File: src/rtl/alu_pkg.sv
// Shared types for the alu32 byte-serial command front end.
package alu_pkg;

  typedef enum logic [1:0] {
    OpNop      = 2'd0,
    OpAdd      = 2'd1,
    OpMultiply = 2'd2,
    OpDivide   = 2'd3
  } opcode_e;

  typedef enum logic [2:0] {
    S_IDLE,
    S_RX_A,
    S_RX_B,
    S_ISSUE,
    S_WAIT,
    S_TX
  } state_e;

  localparam int OperandBytes = 4;
  localparam int FrameBytes   = 9;

endpackage

File: src/rtl/alu_cmd_sequencer.sv
// Byte-serial command front end for alu32: RX frame assembly, ALU handshake, TX result serialization.
// Optional DIV_ZERO_GUARD_EN: divide by zero is answered locally (q=all ones, r=A) without an ALU issue.
//
// state   | meaning
// S_IDLE  | waiting for opcode byte
// S_RX_A  | shifting in operand A, LSB first
// S_RX_B  | shifting in operand B, LSB first
// S_ISSUE | presenting command to alu32
// S_WAIT  | waiting for alu32 result
// S_TX    | sending result bytes, LSB first
module alu_cmd_sequencer
  import alu_pkg::*;
#(
  parameter int RxTimeout = 1000
) (
  input  logic        clk_i,
  input  logic        reset_ni,
  input  logic [7:0]  rx_data_i,
  input  logic        rx_valid_i,
  output logic        rx_ready_o,
  output logic [7:0]  tx_data_o,
  output logic        tx_valid_o,
  input  logic        tx_ready_i,
  output logic        alu_valid_o,
  input  logic        alu_ready_i,
  output logic [1:0]  alu_opcode_o,
  output logic [31:0] alu_operand_a_o,
  output logic [31:0] alu_operand_b_o,
  input  logic [63:0] alu_result_i,
  input  logic        alu_valid_i,
  output logic        alu_ready_o,
  output logic        busy_o,
  output logic        err_o
);

  localparam int TimerW = (RxTimeout > 1) ? $clog2(RxTimeout) : 1;
  localparam int TimerLoadInt = (RxTimeout > 0) ? RxTimeout - 1 : 0;
  localparam logic [TimerW-1:0] TimerLoad = TimerW'(TimerLoadInt);
  localparam logic [2:0] LastOperandByte = 3'(OperandBytes - 1);

  state_e            state_q, state_d;
  opcode_e           opcode_q, opcode_d;
  logic [31:0]       op_a_q, op_a_d;
  logic [31:0]       op_b_q, op_b_d;
  logic [63:0]       result_q, result_d;
  logic [2:0]        cnt_q, cnt_d;
  logic [TimerW-1:0] timer_q, timer_d;
  logic              err_q, err_d;

  logic rx_fire;
  logic [2:0] last_tx_byte;

  assign rx_ready_o      = (state_q == S_IDLE) || (state_q == S_RX_A) || (state_q == S_RX_B);
  assign tx_valid_o      = (state_q == S_TX);
  assign alu_valid_o     = (state_q == S_ISSUE);
  assign alu_ready_o     = (state_q == S_WAIT);
  assign busy_o          = (state_q != S_IDLE);
  assign err_o           = err_q;
  assign tx_data_o       = result_q[7:0];
  assign alu_opcode_o    = opcode_q;
  assign alu_operand_a_o = op_a_q;
  assign alu_operand_b_o = op_b_q;

  assign rx_fire      = rx_valid_i && rx_ready_o;
  assign last_tx_byte = (opcode_q == OpDivide) ? 3'd7 : 3'd3;

  always_comb begin
    state_d  = state_q;
    opcode_d = opcode_q;
    op_a_d   = op_a_q;
    op_b_d   = op_b_q;
    result_d = result_q;
    cnt_d    = cnt_q;
    timer_d  = timer_q;
    err_d    = 1'b0;

    case (state_q)
      S_IDLE: begin
        if (rx_fire && (rx_data_i != 8'h00)) begin
          if (rx_data_i <= 8'h03) begin
            opcode_d = opcode_e'(rx_data_i[1:0]);
            cnt_d    = 3'd0;
            timer_d  = TimerLoad;
            state_d  = S_RX_A;
          end else begin
            err_d = 1'b1;
          end
        end
      end

      S_RX_A, S_RX_B: begin
        if (rx_fire) begin
          timer_d = TimerLoad;
          cnt_d   = cnt_q + 3'd1;
          if (state_q == S_RX_A) op_a_d = {rx_data_i, op_a_q[31:8]};
          else                   op_b_d = {rx_data_i, op_b_q[31:8]};
          if (cnt_q == LastOperandByte) begin
            cnt_d = 3'd0;
            if (state_q == S_RX_A) begin
              state_d = S_RX_B;
            end else begin
              state_d = S_ISSUE;
`ifdef DIV_ZERO_GUARD_EN
              if ((opcode_q == OpDivide) && (op_b_d == 32'd0)) begin
                result_d = {op_a_q, 32'hFFFF_FFFF};
                state_d  = S_TX;
              end
`endif
            end
          end
        end else if (RxTimeout != 0) begin
          // Partial frame is dropped so a stale operand never reaches alu32.
          if (timer_q == '0) begin
            err_d   = 1'b1;
            cnt_d   = 3'd0;
            op_a_d  = 32'd0;
            op_b_d  = 32'd0;
            state_d = S_IDLE;
          end else begin
            timer_d = timer_q - 1'b1;
          end
        end
      end

      S_ISSUE: begin
        if (alu_ready_i) state_d = S_WAIT;
      end

      S_WAIT: begin
        if (alu_valid_i) begin
          result_d = alu_result_i;
          cnt_d    = 3'd0;
          state_d  = S_TX;
        end
      end

      S_TX: begin
        if (tx_ready_i) begin
          result_d = {8'h00, result_q[63:8]};
          cnt_d    = cnt_q + 3'd1;
          if (cnt_q == last_tx_byte) begin
            cnt_d   = 3'd0;
            state_d = S_IDLE;
          end
        end
      end

      default: state_d = S_IDLE;
    endcase
  end

  always_ff @(posedge clk_i or negedge reset_ni) begin
    if (!reset_ni) begin
      state_q  <= S_IDLE;
      opcode_q <= OpNop;
      op_a_q   <= 32'd0;
      op_b_q   <= 32'd0;
      result_q <= 64'd0;
      cnt_q    <= 3'd0;
      timer_q  <= '0;
      err_q    <= 1'b0;
    end else begin
      state_q  <= state_d;
      opcode_q <= opcode_d;
      op_a_q   <= op_a_d;
      op_b_q   <= op_b_d;
      result_q <= result_d;
      cnt_q    <= cnt_d;
      timer_q  <= timer_d;
      err_q    <= err_d;
    end
  end

endmodule

File: config.mk
export PLATFORM = sky130hd
export DESIGN_NAME = alu_cmd_sequencer
export DESIGN_NICKNAME = d
export VERILOG_FILES = /design/src/rtl/alu_pkg.sv /design/src/rtl/alu_cmd_sequencer.sv
export SDC_FILE = /design/constraint.sdc
export NUM_CORES = 1
export LEC_CHECK = 0
export BUFFER_PORTS_ARGS = -buffer_cell sky130_fd_sc_hd__clkbuf_2
export CAP_MARGIN = 20
export CORE_ASPECT_RATIO = 0.5
export CORE_UTILIZATION = 48
export CTS_CLUSTER_SIZE = 24
export DETAILED_ROUTE_END_ITERATION = 7
export MAX_ROUTING_LAYER = met4
export PLACE_DENSITY_LB_ADDON = 0.08
export SLEW_MARGIN = 10
export SYNTH_ARGS = -nofsm -noshare
export SYNTH_HDL_FRONTEND = slang
export SYNTH_SLANG_ARGS = --single-unit
File: constraint.sdc
create_clock -name clk_i -period 2.5 [get_ports clk_i]
set_clock_uncertainty 0.2 [all_clocks]
set_input_delay 0.375 -clock clk_i [delete_from_list [all_inputs] [get_ports clk_i]]
set_output_delay 0.375 -clock clk_i [all_outputs]
set_load 0.01 [all_outputs]
**Word-level counts from Yosys, hierarchy flattened**

Index checks and enable logic that the tools add are counted.

- Register bits after elaboration: 147
- Bits in latches: 0
- Bits in writable memories: 0
- Memory bits (read-only): 0
- Input port bits: 78
- Output and inout port bits: 80
- Logic and storage cells: 88
- Memories kept: 0

- Add/sub/neg operators: 2
- $mul: 0
- Div/mod/pow operators: 0
- Magnitude comparators: 1
- Equality and inequality tests: 19
- Shifts and indexed selects: 0
- Mux-type cells: 38
- Bitwise logic cells: 0
- Reductions and logical operators: 20

Operators with widths:

| operator | number |
|---|---|
| 32-bit two-way mux | 5 |
| 64-bit two-way mux | 2 |
| 64-bit case mux with 2 select lines | 1 |
| 3-bit two-way mux | 17 |
| 10-bit two-way mux | 4 |
| 10-bit case mux with 2 select lines | 1 |
| 3-bit case mux with 5 select lines | 1 |
| 2-bit by 1-bit inequality test with 1-bit output (second input constant) | 6 |
| 3-bit case mux with 4 select lines | 1 |
| 3-bit AND reduction | 4 |
| 10-bit logical NOT | 1 |
| 10-bit by 1-bit subtractor with 10-bit output (second input constant) | 1 |
| 3-bit by 2-bit equality test with 1-bit output (second input constant) | 3 |
| 3-bit inequality test (second input constant) | 3 |
| 8-bit by 2-bit <= comparator with 1-bit output (second input constant) | 1 |
| 8-bit AND reduction | 1 |
| 8-bit nonzero test | 1 |
| 3-bit equality test (second input constant) | 2 |
| 6-bit AND reduction | 1 |
| 2-bit nonzero test | 3 |
| 1-bit two-way mux | 5 |
| 2-bit inequality test (second input constant) | 2 |
| 4-bit AND reduction | 1 |
| 4-bit nonzero test | 1 |
| 10 further kinds | 12 |

**Depth between registers and ports, before layout**

- Depth in word-level cells: 7
- Depth in mapped cells: 8
- Gate-level depth less buffers: 7

**Least setup slack after synthesis**

No wires, ideal clock.

- Path kind: register to register
- Start point: register timer_q[4]
- End point: register cnt_q[0]
- Library setup time: 0.127 ns
- Arrival time: 2.217 ns
- Data required time: 2.173 ns
- Setup slack: -0.045 ns
- Stages on the path, launching flop included: 6
- Path buffers: 0
- Clock period less this slack: 2.545 ns
- Path through: dfrtp_1 or4_4 nor4b_4 nor2_2 or4_4 mux2_1

- Cells in the longest elaborated chain, start to end: 3

Ends and longest elaborated chain:

| what | RTL line | text |
|---|---|---|
| start, declared | alu_cmd_sequencer.sv:47 | `logic [TimerW-1:0] timer_q, timer_d;` |
| start signal, assigned | alu_cmd_sequencer.sv:169 | `timer_q <= timer_d;` |
| 10-bit logical NOT | alu_cmd_sequencer.sv:113 | `if (timer_q == '0) begin` |
| 3-bit inequality test (no line) | -- |  |
| 6-bit AND reduction (no line) | -- |  |
| end signal, assigned | alu_cmd_sequencer.sv:168 | `cnt_q <= cnt_d;` |
| end, declared | alu_cmd_sequencer.sv:46 | `logic [2:0] cnt_q, cnt_d;` |

Every way passes these cells.
A chain may end at the register's enable or synchronous reset.

**Worst setup path in the final report**

- Start point: register timer_q[3]
- End point: register cnt_q[1]

The elaborated chain is that of the path after synthesis.

==> out/qor.csv <==
metric,value,unit
rsz0062_at_grt,yes,
synth_edf_count,0,
crit_arrival,2520,ps
power,9446,µW
yosysUniqueCellTypes,47,
min_period_over_period,0.9739,
muxShareOfSynthArea,0.09606,
synth_top_family_by_area,simple AND/OR/NAND/NOR gates,
n_antenna_cell,0,
initial_core_util,0.5028,
met1_length,7.280,mm
overflow,0,
startpoint,timer_q[3],
grt_first_pass_wirelength,25.12,mm
seqCellArea,3679,µm²
cts-buffers-inserted,17,
stdcell_count,1006,
track_usage,0.2331,
fmax,410.7,MHz
maxCapViolations,0,
cp_num_cells,5,
required,2580,ps
status,"complete, no violations",
fin_crit,2435,ps
die_h,84.37,µm
ir_drop,0.6249,mV
htree_levels,4,
yosysMostFrequentCell,nand2_1,
cp-start-kind,flip-flop,
wl_met2,7.017,mm
hold_class,in -> reg,
p_leak,0.004063,µW
r2r_cells,5,
placed_area,7585,µm²
wl_met3,664,µm
drc,0,
yosysTopAreaCell,dfrtp_1,
synth_seq_area_share,0.5648,
syn_inst,665,
synth_area_leaders,"dfrtp_1, nand2_1, o21ai_0, mux2i_1, clkbuf_1",
drtPass1Iterations,7,
root_buffer,clkbuf_16,
vias_per_cell,5.088,
maxSlewHeadroom,0.5820,
wl,15.08,mm
ys.flop_type,dfrtp_1,
io_pins,158,
whs,16.08,ps
gp_congestion,0.8112,
wire_per_inst,14.99,µm
grt_antenna_before_repair,0,
synth_compound_area_frac,0.1416,
multi_input_area,2654,µm²
setup_viol,0,
regToRegEndpoint,cnt_q[1],
drv_slew,0,
nets,905,
die_w,166.7,µm
slowest_delay,550,ps
place_inst,964,
path_common_cell,or4_4,
path_max_fanout,3,
hold_viol,0,
syn_area,6512,µm²
synth-xor-area-share,0.002690,
clkLatencyLatePin,410,ps
initialDrtViolationCount,374,
rows,29,
stdcell_area,8260,µm²
syn_avg_cell_area,9.793,µm²
grt_pass1_vias,4985,
grt_max_degree,121,
endpoint,cnt_q[1],
p_per_area,1144,nW/µm²
crit_path_end_kind,flip-flop,
syn_nets,747,
clockBufferDepth,2,
tightest_slew,625.6,ps
drt.antenna.violating_nets,0,
cts.sinks,147,
port_buffers,157,
syn_to_final_growth,26.84,%
path_clk_slew,60,ps
synthAdderAreaFrac,0.007685,
synthSimpleGateAreaFrac,0.1491,
synthArstFlopShare,1.000,
worstReg2RegStart,timer_q[3],
ys_seq_elements,147,
vias,5119,
crit_slowest_cell,or4_4,
netlist_top_cells_count,"nand2_1, dfrtp_1, o21ai_0",
crit_family,simple AND/OR/NAND/NOR gates,
maxUsedRoutingLayer,met4,
r2r_slack,70,ps
nFillCells,1111,
synth_top_area_frac,0.5648,
min_from,alu_result_i[57],
crit_buf_inv,0,
drive_above_1_share,0.2763,
critPathKind,reg -> reg,
dieArea,14070,µm²
dp_hpwl,9.975,mm
coreArea,12950,µm²
final_util,0.6377,
path_cells,or4_4 -> nor4b_4 -> nor2_2 -> or4_4 -> mux2_4,
yosys_warnings,0,
cts_tree,done,
[worst min path at each step]
stage	to	cells past startpoint	slack, ps
final	result_q[57]	2	20
after floorplan	alu_opcode_o[0]	0	-120
after detailed placement	result_q[7]	1	180
after global placement	result_q[7]	1	170
after CTS	result_q[57]	2	8
after global routing	result_q[56]	2	5
[through the flow]
stage	worst slack (ps)	setup TNS [ps]
floorplan	-2.522	-5.043
global placement	-34.05	-89.19
detailed placement	-85.25	-223.1
CTS	22.82	0
global route	-32.61	-62.38
finish	65.33	0
[flip-flops by register name (all words and copies together) (netlist names)]
| signal | flops |
|---|---|
| alu_operand_a_o | 32 |
| cnt_q | 3 |
| alu_opcode_o | 2 |
| timer_q | 10 |
| err_o | 1 |
| alu_operand_b_o | 32 |
| state_q | 3 |
| result_q | 64 |
[area by class of cell]
| class | count | area share |
|---|---|---|
| clock buffers | 18 | 0.05317 |
| multi-input cells | 461 | 0.3213 |
| inverters | 8 | 0.003635 |
| repair buffers | 188 | 0.1353 |
| clock inverters | 14 | 0.01560 |
| flip-flops and latches | 147 | 0.4453 |
| well taps | 170 | 0.02575 |
[cells by family after synthesis]
group                    Yosys count
AO/OA/AOI/OAI                    163
XOR/XNOR                           2
adder cells (fa/ha/maj)            4
buffers and inverters             58
flip-flops                       147
multiplexers                      62
AND/OR/NAND/NOR                  229
[what timing repair did]
action | in CTS | in global routing
gates resized for setup | 2 | 1
setup buffers | 2 | 0
gates cloned | 0 | 1
hold buffers | 7 | 0
endpoints found under the hold margin | 58 | 0
setup endpoints to repair | 2 | 14
pin swaps | 3 | 2
[layer usage]
| layer | vias up | global-route usage |
|---|---|---|
| met4 | 0 | 0.06566 |
| met3 | 13 | 0.05186 |
| met1 | 2417 | 0.3131 |
| met2 | 113 | 0.3575 |
| li1 | 2576 | - |
| met5 | - | - |
[cell usage in the layout (no fill, tap or decap), drive strengths merged, types with 2 or more instances in the layout]
master,n
a21oi,10
a22o,11
a22oi,2
a31o,2
a41oi,2
and2,3
buf,25
clkbuf,174
clkinv,7
clkinvlp,2
dfrtp,147
dlygate4sd3,7
ha,4
inv,12
mux2,4
mux2i,58
nand2,184
nand2b,4
nand3,2
nand3b,2
nor2,12
nor3,6
nor3b,3
nor4,3
o21ai,123
o31ai,2
o41ai,2
or3,2
or4,2
[report_power, final]
group	internal, µW	total [µW]	leakage (µW)	switching, µW
clock network	1410	2440	0.000279	1030
registers	3100	3550	0.00191	446
logic	1510	3460	0.00187	1950
total	6020	9450	0.00406	3430
Power figures use the tool's default switching activity.
